`src/rtl/bsg_dmc_ui_responder.sv`:
```
// bsg_dmc_ui_responder
//   Behavioural stand-in for a MIG-style DRAM controller user interface.
//   Commands and write beats are queued independently and executed strictly
//   in command order against a small internal word memory. Read bursts come
//   back a fixed number of cycles after the read leaves the command queue.
//
// Ports
//   clk_i, reset_i          clock, synchronous active-high reset
//   app_addr_i/cmd_i/en_i   command address (words), opcode, valid
//   app_rdy_o               command ready
//   app_wdf_*_i             write beat valid/data/mask/end (mask 1 = keep byte)
//   app_wdf_rdy_o           write data ready
//   app_rd_data_*_o         read beat valid/data/end (no backpressure)
//   stall_i                 forces both ready outputs low
//   error_o                 sticky write-burst framing error
//   busy_o                  burst in progress or any queue non-empty
//
// Handshake: a command (resp. write beat) transfers on a rising edge where
// both app_en_i (app_wdf_wren_i) and app_rdy_o (app_wdf_rdy_o) are high.
// Ready depends only on reset_i, stall_i and the registered queue counts,
// never on the valid inputs. Read beats are pushed with no ready.
//
// The FSM state is held in state_q (type state_e) for checkers to bind to.

module bsg_dmc_ui_responder #(
  parameter int ui_addr_width_p  = 28,
  parameter int ui_data_width_p  = 32,
  parameter int ui_burst_len_p   = 4,
  parameter int mem_els_lg_p     = 6,
  parameter int cmd_fifo_depth_p = 4,
  parameter int wdf_fifo_depth_p = 8,
  parameter int read_latency_p   = 2
) (
  input  logic                         clk_i,
  input  logic                         reset_i,
  input  logic [ui_addr_width_p-1:0]   app_addr_i,
  input  logic [2:0]                   app_cmd_i,
  input  logic                         app_en_i,
  output logic                         app_rdy_o,
  input  logic                         app_wdf_wren_i,
  input  logic [ui_data_width_p-1:0]   app_wdf_data_i,
  input  logic [ui_data_width_p/8-1:0] app_wdf_mask_i,
  input  logic                         app_wdf_end_i,
  output logic                         app_wdf_rdy_o,
  output logic                         app_rd_data_valid_o,
  output logic [ui_data_width_p-1:0]   app_rd_data_o,
  output logic                         app_rd_data_end_o,
  input  logic                         stall_i,
  output logic                         error_o,
  output logic                         busy_o
);

  localparam int mask_w_lp   = ui_data_width_p / 8;
  localparam int mem_els_lp  = 1 << mem_els_lg_p;
  localparam int burst_lg_lp = $clog2(ui_burst_len_p);
  localparam int beat_w_lp   = (burst_lg_lp == 0) ? 1 : burst_lg_lp;
  localparam int cmd_ptr_w_lp = (cmd_fifo_depth_p > 1) ? $clog2(cmd_fifo_depth_p) : 1;
  localparam int wdf_ptr_w_lp = (wdf_fifo_depth_p > 1) ? $clog2(wdf_fifo_depth_p) : 1;
  localparam int cmd_cnt_w_lp = $clog2(cmd_fifo_depth_p + 1);
  localparam int wdf_cnt_w_lp = $clog2(wdf_fifo_depth_p + 1);
  localparam int lat_w_lp     = (read_latency_p > 1) ? $clog2(read_latency_p) : 1;
  localparam int lat_last_lp  = (read_latency_p == 0) ? 0 : read_latency_p - 1;
  localparam int cmd_entry_w_lp = 3 + mem_els_lg_p;
  localparam int wdf_entry_w_lp = ui_data_width_p + mask_w_lp + 1;

  localparam logic [2:0] cmd_write_lp = 3'b000;
  localparam logic [2:0] cmd_read_lp  = 3'b001;
  // Clears the in-burst offset so every burst starts on an aligned word.
  localparam logic [mem_els_lg_p-1:0] base_mask_lp = ~mem_els_lg_p'(ui_burst_len_p - 1);

  typedef enum logic [1:0] {IDLE, WRITE, READ_WAIT, READ} state_e;

  // Upper address bits are deliberately ignored.
  logic unused_addr;
  assign unused_addr = ^app_addr_i;

  // ---------------- command queue ----------------
  logic [cmd_entry_w_lp-1:0] cmd_mem_q [cmd_fifo_depth_p];
  logic [cmd_ptr_w_lp-1:0]   cmd_wptr_q, cmd_wptr_d, cmd_rptr_q, cmd_rptr_d;
  logic [cmd_cnt_w_lp-1:0]   cmd_cnt_q, cmd_cnt_d;
  logic                      cmd_enq, cmd_deq, cmd_empty, cmd_full;
  logic [cmd_entry_w_lp-1:0] cmd_head;
  logic [2:0]                head_op;
  logic [mem_els_lg_p-1:0]   head_addr, addr_base;

  assign cmd_full  = (cmd_cnt_q == cmd_cnt_w_lp'(cmd_fifo_depth_p));
  assign cmd_empty = (cmd_cnt_q == '0);
  assign app_rdy_o = ~reset_i & ~stall_i & ~cmd_full;
  assign cmd_enq   = app_en_i & app_rdy_o;
  assign addr_base = app_addr_i[mem_els_lg_p-1:0] & base_mask_lp;
  assign cmd_head  = cmd_mem_q[cmd_rptr_q];
  assign head_op   = cmd_head[cmd_entry_w_lp-1 -: 3];
  assign head_addr = cmd_head[mem_els_lg_p-1:0];

  // ---------------- write-data queue ----------------
  logic [wdf_entry_w_lp-1:0]  wdf_mem_q [wdf_fifo_depth_p];
  logic [wdf_ptr_w_lp-1:0]    wdf_wptr_q, wdf_wptr_d, wdf_rptr_q, wdf_rptr_d;
  logic [wdf_cnt_w_lp-1:0]    wdf_cnt_q, wdf_cnt_d;
  logic                       wdf_enq, wdf_deq, wdf_empty, wdf_full;
  logic [wdf_entry_w_lp-1:0]  wdf_head;
  logic [ui_data_width_p-1:0] wdf_head_data;
  logic [mask_w_lp-1:0]       wdf_head_mask;
  logic                       wdf_head_end;

  assign wdf_full      = (wdf_cnt_q == wdf_cnt_w_lp'(wdf_fifo_depth_p));
  assign wdf_empty     = (wdf_cnt_q == '0);
  assign app_wdf_rdy_o = ~reset_i & ~stall_i & ~wdf_full;
  assign wdf_enq       = app_wdf_wren_i & app_wdf_rdy_o;
  assign wdf_head      = wdf_mem_q[wdf_rptr_q];
  assign {wdf_head_data, wdf_head_mask, wdf_head_end} = wdf_head;

  always_comb begin
    cmd_wptr_d = cmd_wptr_q;
    cmd_rptr_d = cmd_rptr_q;
    cmd_cnt_d  = cmd_cnt_q;
    wdf_wptr_d = wdf_wptr_q;
    wdf_rptr_d = wdf_rptr_q;
    wdf_cnt_d  = wdf_cnt_q;
    if (cmd_enq)
      cmd_wptr_d = (cmd_wptr_q == cmd_ptr_w_lp'(cmd_fifo_depth_p - 1)) ? '0 : cmd_wptr_q + cmd_ptr_w_lp'(1);
    if (cmd_deq)
      cmd_rptr_d = (cmd_rptr_q == cmd_ptr_w_lp'(cmd_fifo_depth_p - 1)) ? '0 : cmd_rptr_q + cmd_ptr_w_lp'(1);
    if (cmd_enq & ~cmd_deq)      cmd_cnt_d = cmd_cnt_q + cmd_cnt_w_lp'(1);
    else if (~cmd_enq & cmd_deq) cmd_cnt_d = cmd_cnt_q - cmd_cnt_w_lp'(1);
    if (wdf_enq)
      wdf_wptr_d = (wdf_wptr_q == wdf_ptr_w_lp'(wdf_fifo_depth_p - 1)) ? '0 : wdf_wptr_q + wdf_ptr_w_lp'(1);
    if (wdf_deq)
      wdf_rptr_d = (wdf_rptr_q == wdf_ptr_w_lp'(wdf_fifo_depth_p - 1)) ? '0 : wdf_rptr_q + wdf_ptr_w_lp'(1);
    if (wdf_enq & ~wdf_deq)      wdf_cnt_d = wdf_cnt_q + wdf_cnt_w_lp'(1);
    else if (~wdf_enq & wdf_deq) wdf_cnt_d = wdf_cnt_q - wdf_cnt_w_lp'(1);
  end

  // ---------------- burst engine ----------------
  state_e                     state_q, state_d;
  logic [beat_w_lp-1:0]       beat_q, beat_d;
  logic [lat_w_lp-1:0]        lat_q, lat_d;
  logic [mem_els_lg_p-1:0]    base_q, base_d;
  logic                       error_q, error_d;
  logic                       rd_valid_q, rd_valid_d, rd_end_q, rd_end_d;
  logic [ui_data_width_p-1:0] rd_data_q, rd_data_d;
  logic [ui_data_width_p-1:0] mem_q [mem_els_lp];
  logic                       mem_we, last_beat;
  logic [mem_els_lg_p-1:0]    beat_addr;

  assign last_beat = (beat_q == beat_w_lp'(ui_burst_len_p - 1));
  assign beat_addr = base_q | mem_els_lg_p'(beat_q);

  always_comb begin
    state_d    = state_q;
    beat_d     = beat_q;
    lat_d      = lat_q;
    base_d     = base_q;
    error_d    = error_q;
    rd_valid_d = 1'b0;
    rd_end_d   = 1'b0;
    rd_data_d  = rd_data_q;
    cmd_deq    = 1'b0;
    wdf_deq    = 1'b0;
    mem_we     = 1'b0;
    case (state_q)
      IDLE: begin
        if (!cmd_empty) begin
          if (head_op == cmd_write_lp) begin
            // Start only once the whole burst is queued so WRITE never starves.
            if (wdf_cnt_q >= wdf_cnt_w_lp'(ui_burst_len_p)) begin
              cmd_deq = 1'b1;
              base_d  = head_addr;
              beat_d  = '0;
              state_d = WRITE;
            end
          end else if (head_op == cmd_read_lp) begin
            cmd_deq = 1'b1;
            base_d  = head_addr;
            beat_d  = '0;
            lat_d   = '0;
            state_d = (read_latency_p == 0) ? READ : READ_WAIT;
          end else begin
            cmd_deq = 1'b1;
          end
        end
      end
      WRITE: begin
        wdf_deq = 1'b1;
        mem_we  = 1'b1;
        if (wdf_head_end != last_beat) error_d = 1'b1;
        if (last_beat) state_d = IDLE;
        else           beat_d  = beat_q + beat_w_lp'(1);
      end
      READ_WAIT: begin
        if (lat_q == lat_w_lp'(lat_last_lp)) state_d = READ;
        else                                  lat_d   = lat_q + lat_w_lp'(1);
      end
      READ: begin
        rd_valid_d = 1'b1;
        rd_end_d   = last_beat;
        rd_data_d  = mem_q[beat_addr];
        if (last_beat) state_d = IDLE;
        else           beat_d  = beat_q + beat_w_lp'(1);
      end
      default: state_d = IDLE;
    endcase
  end

  always_ff @(posedge clk_i) begin
    if (reset_i) begin
      cmd_wptr_q <= '0;
      cmd_rptr_q <= '0;
      cmd_cnt_q  <= '0;
      wdf_wptr_q <= '0;
      wdf_rptr_q <= '0;
      wdf_cnt_q  <= '0;
      state_q    <= IDLE;
      beat_q     <= '0;
      lat_q      <= '0;
      base_q     <= '0;
      error_q    <= 1'b0;
      rd_valid_q <= 1'b0;
      rd_end_q   <= 1'b0;
      rd_data_q  <= '0;
    end else begin
      cmd_wptr_q <= cmd_wptr_d;
      cmd_rptr_q <= cmd_rptr_d;
      cmd_cnt_q  <= cmd_cnt_d;
      wdf_wptr_q <= wdf_wptr_d;
      wdf_rptr_q <= wdf_rptr_d;
      wdf_cnt_q  <= wdf_cnt_d;
      state_q    <= state_d;
      beat_q     <= beat_d;
      lat_q      <= lat_d;
      base_q     <= base_d;
      error_q    <= error_d;
      rd_valid_q <= rd_valid_d;
      rd_end_q   <= rd_end_d;
      rd_data_q  <= rd_data_d;
    end
  end

  // Queue storage and the word memory carry no reset; validity is tracked
  // by the counters, and memory contents survive reset.
  always_ff @(posedge clk_i) begin
    if (cmd_enq) cmd_mem_q[cmd_wptr_q] <= {app_cmd_i, addr_base};
    if (wdf_enq) wdf_mem_q[wdf_wptr_q] <= {app_wdf_data_i, app_wdf_mask_i, app_wdf_end_i};
    if (mem_we) begin
      for (int b = 0; b < mask_w_lp; b++) begin
        if (!wdf_head_mask[b]) mem_q[beat_addr][b*8 +: 8] <= wdf_head_data[b*8 +: 8];
      end
    end
  end

  assign app_rd_data_valid_o = rd_valid_q;
  assign app_rd_data_o       = rd_data_q;
  assign app_rd_data_end_o   = rd_end_q;
  assign error_o             = error_q;
  assign busy_o              = (state_q != IDLE) | ~cmd_empty | ~wdf_empty;

endmodule

```
`config.mk`:
```
export PLATFORM = sky130hd
export DESIGN_NAME = bsg_dmc_ui_responder
export DESIGN_NICKNAME = d
export VERILOG_FILES = /design/src/rtl/bsg_dmc_ui_responder.sv
export SDC_FILE = /design/constraint.sdc
export NUM_CORES = 2
export LEC_CHECK = 0
export ABC_AREA = 1
export CAP_MARGIN = 20
export CORE_ASPECT_RATIO = 1.75
export CORE_MARGIN = 8
export CORE_UTILIZATION = 52
export CTS_BUF_LIST = sky130_fd_sc_hd__clkbuf_4 sky130_fd_sc_hd__clkbuf_8
export DETAILED_ROUTE_END_ITERATION = 12
export PLACE_DENSITY_LB_ADDON = 0.15
export SYNTH_ARGS = -nofsm -noshare
export SYNTH_HDL_FRONTEND = slang
export SYNTH_SLANG_ARGS = --single-unit
```
`constraint.sdc`:
```
create_clock -name clk_i -period 8.75 [get_ports clk_i]
set_input_delay 0.875 -clock clk_i [delete_from_list [all_inputs] [get_ports clk_i]]
set_output_delay 0.875 -clock clk_i [all_outputs]
set_load 0.1 [all_outputs]
```
Yosys cells after proc, flatten, opt, wreduce, memory -nomap -nowiden --
Memory sizes are Yosys's and may differ from the RTL's. A register that Yosys moved wholly into a read port is not among the register bits. Index checks and enable logic that the tools add are counted.
Storage, ports and cells: flip-flop bits (word level) 31, bits in writable memories 2372, input bits 73, output and inout bits 38, logic and storage cells 143, memories 3
Operators by class: add/subtract/negate cells 10, order comparisons 1, eq/ne operators 21, muxes and demuxes 55, bitwise operators 23, reduce and logical (&&, ||, !) cells 17
Memory list:
- mem_q | depth 64, bits a word 32, rd ports 1, clocked after Yosys merged registers in 1, write ports 1, RTL line 141 | logic [ui_data_width_p-1:0] mem_q [mem_els_lp];
- wdf_mem_q | depth 8, bits a word 37, rd ports 1, clocked after Yosys merged registers in 1, write ports 1, RTL line 96 | logic [wdf_entry_w_lp-1:0] wdf_mem_q [wdf_fifo_depth_p];
- cmd_mem_q | depth 4, bits a word 7, rd ports 1, clocked after Yosys merged registers in 1, write ports 1, RTL line 78 | logic [cmd_entry_w_lp-1:0] cmd_mem_q [cmd_fifo_depth_p];
Operator list (number):
- $mux W2 | 15
- $mux W1 | 26
- $mux W3 | 6
- $mux W6 | 3
- $reduce_bool A2 Y1 | 6
- $not A1 Y1 | 11
- $eq A2 B2 Y1 const B | 5
- $ne A2 B2 Y1 const B | 5
- $reduce_and A5 Y1 | 2
- $add A3 B1 Y3 const B | 3
- $and A1 B1 Y1 | 9
- $eq A3 B3 Y1 const B | 3
- $mux W4 | 2
- $reduce_and A4 Y1 | 2
- $add A2 B1 Y2 const B | 3
- $logic_not A3 Y1 | 2
- $ne A3 B3 Y1 const B | 2
- $or A6 B2 Y6 | 1
- $pmux W2 S3 | 1
- $add A4 B1 Y4 const B | 1
- $eq A4 B4 Y1 const B | 1
- $ge A4 B3 Y1 const B | 1
- $logic_not A4 Y1 | 1
- $ne A2 B1 Y1 const B | 2
- 12 further kinds | 14

Longest topological paths before layout --
word-level depth 8, gate-level depth with buffers 17, gate-level depth less buffers 17

Least setup slack after synthesis --
OpenSTA, ideal clock, no wires.
kind input to register, start point in reset_i, end point reg cmd_cnt_q[2], setup time 70 ps, data arrival time 5116 ps, data required time 8680 ps, setup slack 3564 ps, stages 13, path buffers 1, path through clkbuf_1 nor2_1 a21boi_0 nand2_1 inv_1 ha_1 inv_1 fa_1 nor2_1 nor2_1 nand2_1 o21ai_0 a21oi_1
Between the ends: cells in the longest elaborated chain, start to end 7, elaborated cells between the ends (all ways) 9, those cells by class mux: 1; bitwise: 7; reduce/logical: 1
RTL lines:
- start, declared | RTL line 35 | input logic reset_i,
- $not A1 Y1 (*) | RTL line 88 | assign app_rdy_o = ~reset_i & ~stall_i & ~cmd_full;
- $and A1 B1 Y1 (*) (2 in a row) | RTL line 88
- via app_rdy_o | RTL line 39 | output logic app_rdy_o,
- $and A1 B1 Y1 (*) | RTL line 89 | assign cmd_enq = app_en_i & app_rdy_o;
- via cmd_enq | RTL line 81 | logic cmd_enq, cmd_deq, cmd_empty, cmd_full;
- $not A1 Y1 | RTL line 124 | else if (~cmd_enq & cmd_deq) cmd_cnt_d = cmd_cnt_q - cmd_cnt_w_lp'(1);
- $and A1 B1 Y1 | RTL line 124
- $reduce_bool A2 Y1 (no line)
- end signal, assigned | RTL line 223 | cmd_cnt_q <= cmd_cnt_d;
- end, declared | RTL line 80 | logic [cmd_cnt_w_lp-1:0] cmd_cnt_q, cmd_cnt_d;
The timed path passes the listed nets; every way through them passes the cells marked *. A chain may end at the register's enable or synchronous reset.

Worst setup path after layout --
start point reg beat_q[0], end point mem mem_q[5][4], enable pin
Between the ends: cells in the longest elaborated chain, start to end 1
RTL lines:
- start, declared | RTL line 135 | logic [beat_w_lp-1:0] beat_q, beat_d;
- start signal, assigned | RTL line 228 | beat_q <= beat_d;
- $or A6 B2 Y6 | RTL line 146 | assign beat_addr = base_q | mem_els_lg_p'(beat_q);
- end, declared | RTL line 141
No other way between the ends.

==> flow_summary.ini <==
[detailed_routing]
drc_errors = 0
dr_total_vias = 66600
first_pass_iters = 8
drt_wl_total_um = 275000
wire_per_inst_um = 21.9
drtIter0Drc = 5726
ant_nets = 0
viasPerCell = 5.29

[cts]
numCtsBuffers = 347
cts_num_sinks = 2438
path_clk_slew_ns = 0.07
hold_buffers = 0
cts_max_level = 5
cts_buffer_depth = 4
cts_tree = yes
clkLatencyLatePin_ns = 0.97
cts_setup_buffers = 0
cts_resized = 0
cts_root_buffer = clkbuf_8

[job]
max_cap_viol_count = 0

[yosys]
synth_seq_area_share = 0.704
synthTopCellsByCount = 2372 x edfxtp_1, 2371 x nand2_1, 1661 x inv_1, 1004 x nor2_1, 791 x nand3_1
synthCells = 9626
synth.ff_latch_count = 2438
synth_edf_count = 2372
synth_top_cell_by_area = edfxtp_1
synthTopCellsByArea = edfxtp_1 69%, nand2_1 8.6%, inv_1 6.1%
synth_ff_type = edfxtp_1
synth.distinct_cells = 36
synthAdderAreaFrac = 0.00209
synth_simple_gate_area_frac = 0.170
synth-xor-area-share = 0.000255
muxShareOfSynthArea = 0
synth_top_area_share = 0.691
ys_async_sr_fraction = 0
synth_compound_area_frac = 0.0415
avgSynthCellArea_um2 = 10.7
synth_top_family_by_area = simple AND/OR/NAND/NOR gates
yosysMostFrequentCell = edfxtp_1
synth_fp_nets = 9715
syn_area_mm2 = 0.103
yosys_warnings = 0

[floorplanning]
coreArea_mm2 = 0.197
design.die.area_mm2 = 0.213
start_util = 0.522
chipHeight_um = 605
placementRows = 216
io_pins = 111
die_w_um = 352

[worst_setup_path]
cp-start-kind = register
cp_max_fo = 176
critPathKind = register to register
crit_buf_inv = 2
crit_arrival_ns = 4.96
cp_slowest_cell = nor2_1
required_ns = 9.31
worstPathCellList = inv_16, buf_4, nor2_2, nand2_1, nor2_1
crit_path_end_kind = register
crit_family = simple AND/OR/NAND/NOR gates
crit_path_max_incr_delay_ns = 1.01

[place]
routabilityCongestion = 0.847
dp_hpwl_um = 162000
portBuffers = 86
pre_cts_ws_ns = 4.46

[power]
leakagePower_nw = 45.7
peakVddDrop_mv = 0.329
p_per_area_mw_per_mm2 = 309

[global_route]
grt_pass1_vias = 65300
grt_max_degree = 197
grt_pass1_wl_um = 403000
overflow = 0
grt_antenna_before_repair = 10
track_usage = 0.251

[sta]
max_freq_mhz = 227
fin_ws_ns = 4.35
rsz0062_at_grt = false
final-max-slew-violation-count = 0
tns_ns = 0
hold_viol = 0
fin_crit_ns = 4.40
skew_ns = 0.0906
worstMarginPinSlew_ns = 1.18
fin_crit_sh = 0.503
setup_viol = 0
slew_headroom = 0.213

[layout]
fill_cells = 16400
fin_nets = 9787
drive_gt1_frac = 0.0797
syn2layout_area_growth_pct = 10.0

[run_status]
status = finished clean

[worst_hold_path]
min_path_type = input port to register
-- cell type report --
| class | instances | area (um^2) | share of cell area |
|---|---|---|---|
| diodes | 8 | 20.0 | 0.000177 |
| clock buffers | 457 | 5690 | 0.0502 |
| clock inverters | 152 | 1100 | 0.00972 |
| inverters | 1674 | 6310 | 0.0557 |
| multi-input cells | 5054 | 22600 | 0.200 |
| flip-flops and latches | 2438 | 72600 | 0.640 |
| well taps | 2616 | 3270 | 0.0289 |
| repair buffers | 183 | 1730 | 0.0153 |
-- layer usage --
| layer | part of all wire | up-vias | GRT usage |
|---|---|---|---|
| li1 | - | 31400 | - |
| met1 | 0.37 | 32100 | 0.295 |
| met2 | 0.50 | 2418 | 0.439 |
| met3 | 0.065 | 628 | 0.0345 |
| met4 | 0.067 | 2 | 0.151 |
| met5 | 0.000033 | - | 0 |
-- logic make-up after synthesis --
family / after synthesis
AND/OR/NAND/NOR: 4301
adder cells (fa/ha/maj): 16
buffers and inverters: 2134
flip-flops: 2438
XOR/XNOR: 3
AO/OA/AOI/OAI: 734
-- path summary, 6_finish.rpt --
| kind | start | end | slack, ns | cells past startpoint |
|---|---|---|---|---|
| setup / recovery | beat_q[0] | mem_q[5][4] | 4.35 | 5 |
| hold / removal | reset_i | lat_q | 0.33 | 3 |
| setup reg to reg | beat_q[0] | mem_q[5][4] | 4.35 | 5 |
| hold reg to reg | error_o | error_o | 0.48 | 2 |
-- cell usage in the layout (no fill, tap or decap), drive strengths merged --
cell / instances
fa: 2
o21ai: 429
xor2: 3
inv: 1677
and3: 1
clkbuf: 457
edfxtp: 2372
buf: 105
nand4: 1
a211oi: 1
bufinv: 16
a221o: 4
o22ai: 37
a31oi: 32
clkinv: 124
nand3: 795
nor2: 1014
clkdlybuf4s50: 78
diode: 8
o211a: 1
or2: 108
ha: 14
a21oi: 35
nand2: 2371
clkinvlp: 9
and2: 1
dfxtp: 66
o211ai: 194
nor3: 10
a21boi: 1
-- power breakdown --
part	switching [W]	total (W)	internal [W]
Sequential	0.000167	0.0160	0.0158
Clock	0.00426	0.00897	0.00471
Combinational	0.00809	0.0100	0.00195
Total	0.0125	0.0350	0.0224
-- flip-flops by register name, indices dropped and copies added (netlist names), 2 cells and up, named ones only --
register,cells
cmd_mem_q,28
cmd_wptr_q,2
mem_q,2048
app_rd_data_o,32
state_q,2
wdf_rptr_q,3
beat_q,2
wdf_wptr_q,3
cmd_cnt_q,3
base_q,4
cmd_rptr_q,2
wdf_cnt_q,4
wdf_mem_q,296
-- worst reg2reg max path: stages, from the launching register on --
cell and delay (ns):
dfxtp_4 0.85, inv_16 0.43, buf_4 0.61, nor2_2 0.39
nand2_1 0.72, nor2_1 1.03
-- per-stage QoR --
stage	std cells	utilization	power, W	hold WS (ns)	cell area [um^2]
floorplan	9626	-	0.0221	0.439	103000
global placement	12000	0.540	0.0259	0.450	106000
detailed placement	12000	0.540	0.0262	0.458	106000
CTS	12600	0.574	0.0351	0.256	113000
global route	12600	0.574	0.0364	0.300	113000
finish	12600	0.574	0.0350	0.332	113000
(Power assumes the default switching activity.)
